File: src/rtl/hazard_ctrl.sv
// hazard_ctrl: pipeline write-enable/flush/bubble sequencing for load-use and branch-in-ID hazards,
// cache freeze handling and a freeze watchdog. Define HAZARD_PERF_EN to add performance counter ports.
module hazard_ctrl #(
   parameter int FREEZE_MAX = 255,
   parameter int PERF_W     = 32
) (
   input  logic       clk,
   input  logic       rst,
   input  logic [4:0] ID_rs,
   input  logic [4:0] ID_rt,
   input  logic       ID_use_rs,
   input  logic       ID_use_rt,
   input  logic       ID_branch,
   input  logic       ID_redirect,
   input  logic       EX_MemRead,
   input  logic       EX_RegWrite,
   input  logic [4:0] EX_rd,
   input  logic       MEM_MemRead,
   input  logic [4:0] MEM_rd,
   input  logic       icache_stall,
   input  logic       dcache_stall,
   output logic       PC_write,
   output logic       IF_ID_write,
   output logic       IF_flush,
   output logic       ID_EX_bubble,
   output logic       EX_MEM_write,
   output logic       MEM_WB_write,
   output logic       freeze_err,
   output logic [1:0] hz_state
`ifdef HAZARD_PERF_EN
   ,
   output logic [PERF_W-1:0] hz_stall_cycles,
   output logic [PERF_W-1:0] frz_cycles,
   output logic [PERF_W-1:0] flush_count
`endif
);

   localparam int FC_W = ($clog2(FREEZE_MAX + 1) > 8) ? $clog2(FREEZE_MAX + 1) : 8;
   localparam logic [FC_W-1:0] FC_MAX = FC_W'(FREEZE_MAX);

   typedef enum logic [1:0] {
      ST_RUN    = 2'b00,
      ST_STALL2 = 2'b01,
      ST_FROZEN = 2'b10
   } hz_state_e;

   hz_state_e       state_r, state_nxt_s;
   hz_state_e       ret_r, ret_nxt_s;
   hz_state_e       eff_s, hz_dbg_s;
   logic [1:0]      stall_cnt_r, stall_cnt_nxt_s;
   logic [FC_W-1:0] frz_cnt_r, frz_cnt_nxt_s;
   logic            freeze_err_r;
   logic            m_ex_s, m_mem_s, frz_s, h1_s, h2_s, hazard_s;

   // Register 0 never carries a dependency.
   function automatic logic dep_match(input logic [4:0] rd, input logic [4:0] rs,
                                      input logic [4:0] rt, input logic use_rs,
                                      input logic use_rt);
      return (rd != 5'd0) && ((use_rs && (rd == rs)) || (use_rt && (rd == rt)));
   endfunction

   function automatic logic [PERF_W-1:0] sat_inc(input logic [PERF_W-1:0] v);
      return (&v) ? v : v + PERF_W'(1);
   endfunction

   assign m_ex_s   = dep_match(EX_rd, ID_rs, ID_rt, ID_use_rs, ID_use_rt);
   assign m_mem_s  = dep_match(MEM_rd, ID_rs, ID_rt, ID_use_rs, ID_use_rt);
   assign frz_s    = icache_stall | dcache_stall;
   assign h2_s     = ID_branch & EX_MemRead & m_ex_s;
   assign h1_s     = ~h2_s & ((EX_MemRead & m_ex_s) |
                              (ID_branch & EX_RegWrite & m_ex_s) |
                              (ID_branch & MEM_MemRead & m_mem_s));
   assign hazard_s = (eff_s == ST_STALL2) | ((eff_s == ST_RUN) & (h1_s | h2_s));

   // On the release cycle from FROZEN the controller acts as the saved state.
   always_comb begin
      case (state_r)
         ST_FROZEN:         eff_s = ret_r;
         ST_RUN, ST_STALL2: eff_s = state_r;
         default:           eff_s = ST_RUN;
      endcase
   end

   // Pipeline control outputs, prioritised reset > freeze > stall > run.
   always_comb begin
      PC_write     = 1'b1;
      IF_ID_write  = 1'b1;
      IF_flush     = 1'b0;
      ID_EX_bubble = 1'b0;
      EX_MEM_write = 1'b1;
      MEM_WB_write = 1'b1;
      hz_dbg_s     = eff_s;
      if (rst) begin
         PC_write     = 1'b0;
         IF_ID_write  = 1'b0;
         ID_EX_bubble = 1'b1;
         EX_MEM_write = 1'b0;
         MEM_WB_write = 1'b0;
         hz_dbg_s     = ST_RUN;
      end else if (frz_s) begin
         PC_write     = 1'b0;
         IF_ID_write  = 1'b0;
         EX_MEM_write = 1'b0;
         MEM_WB_write = 1'b0;
         hz_dbg_s     = ST_FROZEN;
      end else if (hazard_s) begin
         PC_write     = 1'b0;
         IF_ID_write  = 1'b0;
         ID_EX_bubble = 1'b1;
      end else begin
         IF_flush     = ID_redirect;
      end
   end

   assign hz_state   = hz_dbg_s;
   assign freeze_err = freeze_err_r;

   // Next-state logic; a freeze parks the FSM and remembers where to resume.
   always_comb begin
      state_nxt_s     = state_r;
      ret_nxt_s       = ret_r;
      stall_cnt_nxt_s = stall_cnt_r;
      if (frz_s) begin
         state_nxt_s = ST_FROZEN;
         if (state_r != ST_FROZEN) begin
            ret_nxt_s = state_r;
         end else begin
            ret_nxt_s = ret_r;
         end
      end else begin
         case (eff_s)
            ST_RUN: begin
               if (h2_s) begin
                  state_nxt_s     = ST_STALL2;
                  stall_cnt_nxt_s = 2'd1;
               end else begin
                  state_nxt_s     = ST_RUN;
               end
            end
            ST_STALL2: begin
               if (stall_cnt_r > 2'd1) begin
                  state_nxt_s     = ST_STALL2;
                  stall_cnt_nxt_s = stall_cnt_r - 2'd1;
               end else begin
                  state_nxt_s     = ST_RUN;
                  stall_cnt_nxt_s = 2'd0;
               end
            end
            default: begin
               state_nxt_s = ST_RUN;
            end
         endcase
      end
   end

   // FSM state, resume state and stall counter registers.
   always_ff @(posedge clk or posedge rst) begin
      if (rst) begin
         state_r     <= ST_RUN;
         ret_r       <= ST_RUN;
         stall_cnt_r <= 2'd0;
      end else begin
         state_r     <= state_nxt_s;
         ret_r       <= ret_nxt_s;
         stall_cnt_r <= stall_cnt_nxt_s;
      end
   end

   // Watchdog count of consecutive frozen cycles, saturating at the limit.
   always_comb begin
      if (!frz_s) begin
         frz_cnt_nxt_s = '0;
      end else if (frz_cnt_r >= FC_MAX) begin
         frz_cnt_nxt_s = FC_MAX;
      end else begin
         frz_cnt_nxt_s = frz_cnt_r + FC_W'(1);
      end
   end

   // Watchdog counter and sticky error flag.
   always_ff @(posedge clk or posedge rst) begin
      if (rst) begin
         frz_cnt_r    <= '0;
         freeze_err_r <= 1'b0;
      end else begin
         frz_cnt_r    <= frz_cnt_nxt_s;
         freeze_err_r <= freeze_err_r | (frz_s & (frz_cnt_nxt_s == FC_MAX));
      end
   end

`ifdef HAZARD_PERF_EN
   logic [PERF_W-1:0] hz_stall_cycles_r, frz_cycles_r, flush_count_r;

   // Saturating performance counters.
   always_ff @(posedge clk or posedge rst) begin
      if (rst) begin
         hz_stall_cycles_r <= '0;
         frz_cycles_r      <= '0;
         flush_count_r     <= '0;
      end else begin
         if (!frz_s && !PC_write) begin
            hz_stall_cycles_r <= sat_inc(hz_stall_cycles_r);
         end
         if (frz_s) begin
            frz_cycles_r <= sat_inc(frz_cycles_r);
         end
         if (IF_flush) begin
            flush_count_r <= sat_inc(flush_count_r);
         end
      end
   end

   assign hz_stall_cycles = hz_stall_cycles_r;
   assign frz_cycles      = frz_cycles_r;
   assign flush_count     = flush_count_r;
`endif

endmodule
File: config.mk
export PLATFORM = sky130hd
export DESIGN_NAME = hazard_ctrl
export DESIGN_NICKNAME = d
export VERILOG_FILES = /design/src/rtl/hazard_ctrl.sv
export SDC_FILE = /design/constraint.sdc
export NUM_CORES = 1
export LEC_CHECK = 0
export BUFFER_PORTS_ARGS = -buffer_cell sky130_fd_sc_hd__buf_4
export CORE_MARGIN = 2
export CORE_UTILIZATION = 40
export CTS_CLUSTER_DIAMETER = 200
export CTS_CLUSTER_SIZE = 30
export DETAILED_ROUTE_END_ITERATION = 10
export PLACE_DENSITY_LB_ADDON = 0.05
export SYNTH_ARGS = -nofsm -noshare
export SYNTH_HDL_FRONTEND = slang
export SYNTH_SLANG_ARGS = --single-unit
File: constraint.sdc
create_clock -name clk -period 1.6 [get_ports clk]
set_input_delay 0.08 -clock clk [delete_from_list [all_inputs] [get_ports clk]]
set_output_delay 0.08 -clock clk [all_outputs]
set_load 0.005 [all_outputs]
=== After elaboration in Yosys (flattened, before gate mapping) ===
Index checks and enable logic that the tools add are counted.

* $add $sub $neg: 2
* Order comparisons: 2
* Reductions and logical operators: 16
* Div/mod/pow operators: 0
* Multiply operators: 0
* Shift-type cells: 0
* Equal/unequal tests: 10
* Mux-type cells: 23
* Bitwise logic cells: 18

{| class="wikitable"
|+ Operators with widths
! operator !! count
|-
| $eq 5x5->1 || 4
|-
| $mux 8 || 2
|-
| $mux 1 || 13
|-
| $pmux 2 s2 || 3
|-
| $and 1x1->1 || 10
|-
| $mux 2 || 5
|-
| $reduce_bool 5->1 || 2
|-
| $add 8x1->8 const B || 1
|-
| $eq 8x8->1 const B || 1
|-
| $ge 8x8->1 const B || 1
|-
| $logic_and 1x1->1 || 6
|-
| $or 1x1->1 || 6
|-
| $eq 2x1->1 const B || 2
|-
| $logic_not 2->1 || 2
|-
| $ne 2x2->1 const B || 2
|-
| $reduce_and 3->1 || 1
|-
| $eq 2x2->1 const B || 1
|-
| $gt 2x1->1 const B || 1
|-
| $logic_or 1x1->1 || 2
|-
| $not 1->1 || 2
|-
| $reduce_and 2->1 || 1
|-
| $reduce_bool 2->1 || 1
|-
| $reduce_or 2->1 || 1
|-
| $sub 2x1->2 const B || 1
|}

* RAM bits: 0
* Latch bits: 0
* Memories: 0
* Bits in read-only memories: 0
* Register bits: 15

=== Depth between registers and ports, before layout ===
* Depth in word-level cells: 14
* Gate-level depth with buffers: 7
* Mapped depth without buffers: 6

=== Worst setup path after synthesis ===
OpenSTA, ideal clock, no wires.

* Kind: register to register
* Start point: register frz_cnt_r[0]
* End point: register freeze_err_r, in the netlist freeze_err
* Data arrival time: 1.409 ns
* Setup time: 0.120 ns
* Setup slack: 0.070 ns
* Data required time: 1.480 ns
* Cell stages (with the launch flop): 7
* Path through: dfrtp_1 -> ha_1 -> and3_1 -> clkbuf_1 -> nand4_1 -> o41ai_1 -> a41o_1

* Word-level cells in the longest chain between the ends: 6
* Elaborated cells on any way between the ends: 7
* Those cells by class: 1 x add/sub; 1 x order compare; 1 x eq/ne; 2 x mux; 2 x bitwise

{| class="wikitable"
|+ Ends and longest elaborated chain
! element !! line !! source
|-
| start, declared || 51 || <nowiki>logic [FC_W-1:0] frz_cnt_r, frz_cnt_nxt_s;</nowiki>
|-
| start signal, assigned || 186 || <nowiki>frz_cnt_r <= frz_cnt_nxt_s;</nowiki>
|-
| $add 8x1->8 / $ge 8x8->1 (equally long branches) || 176, 173 ||
|-
| $mux 8 * || 173 || <nowiki>end else if (frz_cnt_r >= FC_MAX) begin</nowiki>
|-
| $mux 8 * || 171 || <nowiki>if (!frz_s) begin</nowiki>
|-
| $eq 8x8->1 * || 187 || <nowiki>freeze_err_r <= freeze_err_r | (frz_s & (frz_cnt_nxt_s == FC_MAX));</nowiki>
|-
| $and 1x1->1 * || 187 ||
|-
| $or 1x1->1 * || 187 ||
|-
| end signal, assigned || 187 ||
|-
| end, declared || 52 || <nowiki>logic freeze_err_r;</nowiki>
|}

Every way passes the cells marked *; elsewhere a longest branch is shown, timed or not.
A chain may end at the register's enable or synchronous reset.

=== Final worst setup path ===
* Start point: input MEM_rd[0]
* End point: output ID_EX_bubble

* Word-level cells in the longest chain between the ends: 13
* Elaborated cells on any way between the ends: 16
* Those cells by class: 2 x eq/ne; 3 x mux; 6 x bitwise; 5 x reduce/logical

{| class="wikitable"
|+ Ends and longest elaborated chain
! element !! line !! source
|-
| start, declared || 19 || <nowiki>input logic [4:0] MEM_rd,</nowiki>
|-
| $eq 5x5->1 || 59 || <nowiki>return (rd != 5'd0) && ((use_rs && (rd == rs)) || (use_rt && (rd == rt)));</nowiki>
|-
| $logic_and 1x1->1 || 59 ||
|-
| $logic_or 1x1->1 || 59 ||
|-
| $logic_and 1x1->1 * || 59 ||
|-
| $and 1x1->1 * || 72 || <nowiki>(ID_branch & MEM_MemRead & m_mem_s));</nowiki>
|-
| $or 1x1->1 * || 71 || <nowiki>(ID_branch & EX_RegWrite & m_ex_s) |</nowiki>
|-
| $and 1x1->1 * || 70 || <nowiki>assign h1_s = ~h2_s & ((EX_MemRead & m_ex_s) |</nowiki>
|-
| $or 1x1->1 * || 73 || <nowiki>assign hazard_s = (eff_s == ST_STALL2) | ((eff_s == ST_RUN) & (h1_s | h2_s));</nowiki>
|-
| $and 1x1->1 * || 73 ||
|-
| $or 1x1->1 * || 73 ||
|-
| $mux 1 * || 106 || <nowiki>end else if (hazard_s) begin</nowiki>
|-
| $mux 1 * || 100 || <nowiki>end else if (frz_s) begin</nowiki>
|-
| $mux 1 * || 93 || <nowiki>if (rst) begin</nowiki>
|-
| end, declared || 25 || <nowiki>output logic ID_EX_bubble,</nowiki>
|}

Marked as above.

==> impl_metrics.toml <==
[status]
outcome = "complete, no violations"

[die]
row_count = 18
die_x_um = 55.3
die_h_um = 55.3
start_util_pct = 42.5
coreArea_um2 = 2480
dieArea_um2 = 3060
num_io_pins = 40

[clock_network]
clock-sinks = 15
ctsLongestPathBuffers = 2
root_buffer = "clkbuf_4"
clkTransAtPathRegs_ps = 80
tritoncts = "built"
htreeDepth = 1
clkLatencyLatePin_ps = 290
cts_inserted_buffers = 3

[sta]
rsz0062_at_grt = "true"
period_minus_slack_ps = 1590
maxSlewViolCount = 0
period_share_pct = 99.4
tightest_slew_ps = 396
hold_slack_ps = 159
max_freq_ghz = 0.629
relSlewSlack_pct = 73.2
finalSetupTns_ps = 0
hold_viol_final = 0
finClkSkew_ps = 7.91
setup_viol = 0

[yosys]
synth_area_leaders = "dfrtp_1 36%, xnor2_1 18%, nand2_1 5.7%"
ys.flop_type = "dfrtp_1"
syn_nets = 156
synth_area_um2 = 1050
synth_seq_area_share_pct = 35.7
synth_cell_types = 31
synth_edf_count = 0
syn_inst = 124
async_flop_share_pct = 100
yosysTopAreaCellShare_pct = 35.7
ys_ff_latch = 15
yosys_warnings = 0
post_synth.cell_area_avg_um2 = 8.49
yosysTopAreaCell = "dfrtp_1"

[placed_design]
place_congestion = 0.865
place_inst = 192
io_buffers = 39
hpwl_um = 2280

[finish]
final_common_cell = "buf_4"
nets = 201
mostFrequentLayoutCells = "43 x buf_4, 22 x xnor2_1, 15 x dfrtp_1"
multiInputGateArea_um2 = 683
final_cells = 198
fillCellCount = 235
register_area_um2 = 375
final_util_pct = 59.6
drive_above_1_share_pct = 35.1
n_antenna_cell = 0
syn_to_final_growth_pct = 40.4

[routing]
ant_nets = 0
route.final.wire_length_um = 2900
routed-via-count = 1063
drt_iter0_markers = 20
dr.pass1.iters = 5
drc = 0
vias_per_cell = 5.37
post_drt_wl_per_cell_um = 14.7

[grt]
grtUsageMet3_pct = 4.68
grt_pass1_vias = 1066
grt-busiest-layer = "met2"
grt_max_degree = 16
use_met2_pct = 33.3
grt_pass1_wl_um = 4750
antenna_found_initial = 0
gr-total-overflow = 0
track_usage_pct = 19.3
grtUsageMet1_pct = 23.8

[setup_path]
crit_fanout = 3
crit_top_cell = "buf_4"
arrival_ps = 1510
worst-path-buf-inv = 2
cp-end-kind = "output port"
startpoint_type = "input pin"
cpPeakStageDelay_ps = 370
path_cells = "buf_4 -> or3_1 -> o311a_1 -> a32o_2 -> o31a_1 -> buf_4"
critPathTopFamily = "compound AO/OA/AOI/OAI gates"
critPathSlowestCell = "or3_1"
worstPathRequired_ps = 1520
worstSetupPathType = "input pin to output port"

[run]
maxCapViolCount = 0

[power]
peakVddDrop_mv = 0.700
p_leak_nw = 0.661
power_density_nw_per_um2 = 652

[worst_hold_path]
min_path_type = "input pin to flop"
## path summary, 6_finish.rpt
| path | start | endpoint | slack (ps) | cells past startpoint |
|---|---|---|---|---|
| worst max-delay path | MEM_rd[0] | ID_EX_bubble | 10 | 6 |
| worst min-delay path | icache_stall | state_r[1] | 160 | 3 |
| worst max register to register | frz_cnt_r[0] | freeze_err | 100 | 4 |
| worst min register to register | freeze_err | freeze_err | 480 | 1 |
| max in group asynchronous | rst | frz_cnt_r[1] | 1010 | 4 |
| min in group asynchronous | rst | state_r[0] | 400 | 4 |
## flip-flops by register name (all words and copies together) (netlist names)
name and cells:
frz_cnt_r 8, ret_r 2, freeze_err 1, stall_cnt_r 2, state_r 2
## per-layer routing
layer	part of all wire, %	up-vias	routed length, µm
met5	0	-	0
met4	1.0	0	30
met3	4.2	4	123
met2	50	22	1440
met1	45	510	1310
li1	-	527	-
## tightest hold or removal path, cell delays in order
cell and delay [ps]:
buf_4 80, nor2_1 40, inv_1 170
## where the power goes
part,internal [mW],switching [mW],total (mW)
Combinational,0.159,0.133,0.291
Clock,0.0970,0.118,0.215
Sequential,0.418,0.0392,0.457
Total,0.674,0.290,0.963
## Yosys cell counts (2+ instances only)
cell,n
clkbuf_1,2
o21a_1,2
buf_4,2
a211oi_1,3
nor3_1,3
nor2_1,6
a21oi_1,10
a31oi_1,3
o22ai_1,2
and2_1,4
nand4_1,6
nand2_1,16
xnor2_1,22
dfrtp_1,15
nand3_1,3
o21ai_0,4
inv_1,6
and3_1,2
## stage by stage
step / setup WS (ps) / power, mW / cell area [µm²]
2_1_floorplan: 70.3 / 0.615 / 1050
3_3_place_gp: 51.8 / 0.732 / 1380
3_5_place_dp: -16.4 / 0.745 / 1380
4_1_cts: 2.37 / 0.975 / 1430
5_1_grt: -17.7 / 1.03 / 1480
6_report: 9.70 / 0.963 / 1480
## area by class of cell
cell class | count | area share, %
Multi-Input combinational cell | 99 | 46.2
Sequential cell | 15 | 25.4
Clock buffer | 4 | 1.78
Tap cell | 30 | 2.54
Inverter | 6 | 1.52
Timing Repair Buffer | 44 | 22.5
## what timing repair did
item,CTS,global route
buffers inserted,0,1
hold buffers,1,0
gates resized for setup,4,11
pin swaps,0,5
hold endpoints to repair,15,0
setup endpoints to repair,4,6
## cell families (layout without fill, tap and decap cells)
logic type,after synthesis,in the layout,synth area share [%]
and+or+nand+nor,45,45,21.2
AOI/OAI and AO/OA,30,30,18.5
xor gates and xnor gates,23,23,19.1
DFF,15,15,35.7
buffers and inverters,10,54,4.28
adders and majority gates,1,1,1.19
(Power assumes the default switching activity.)
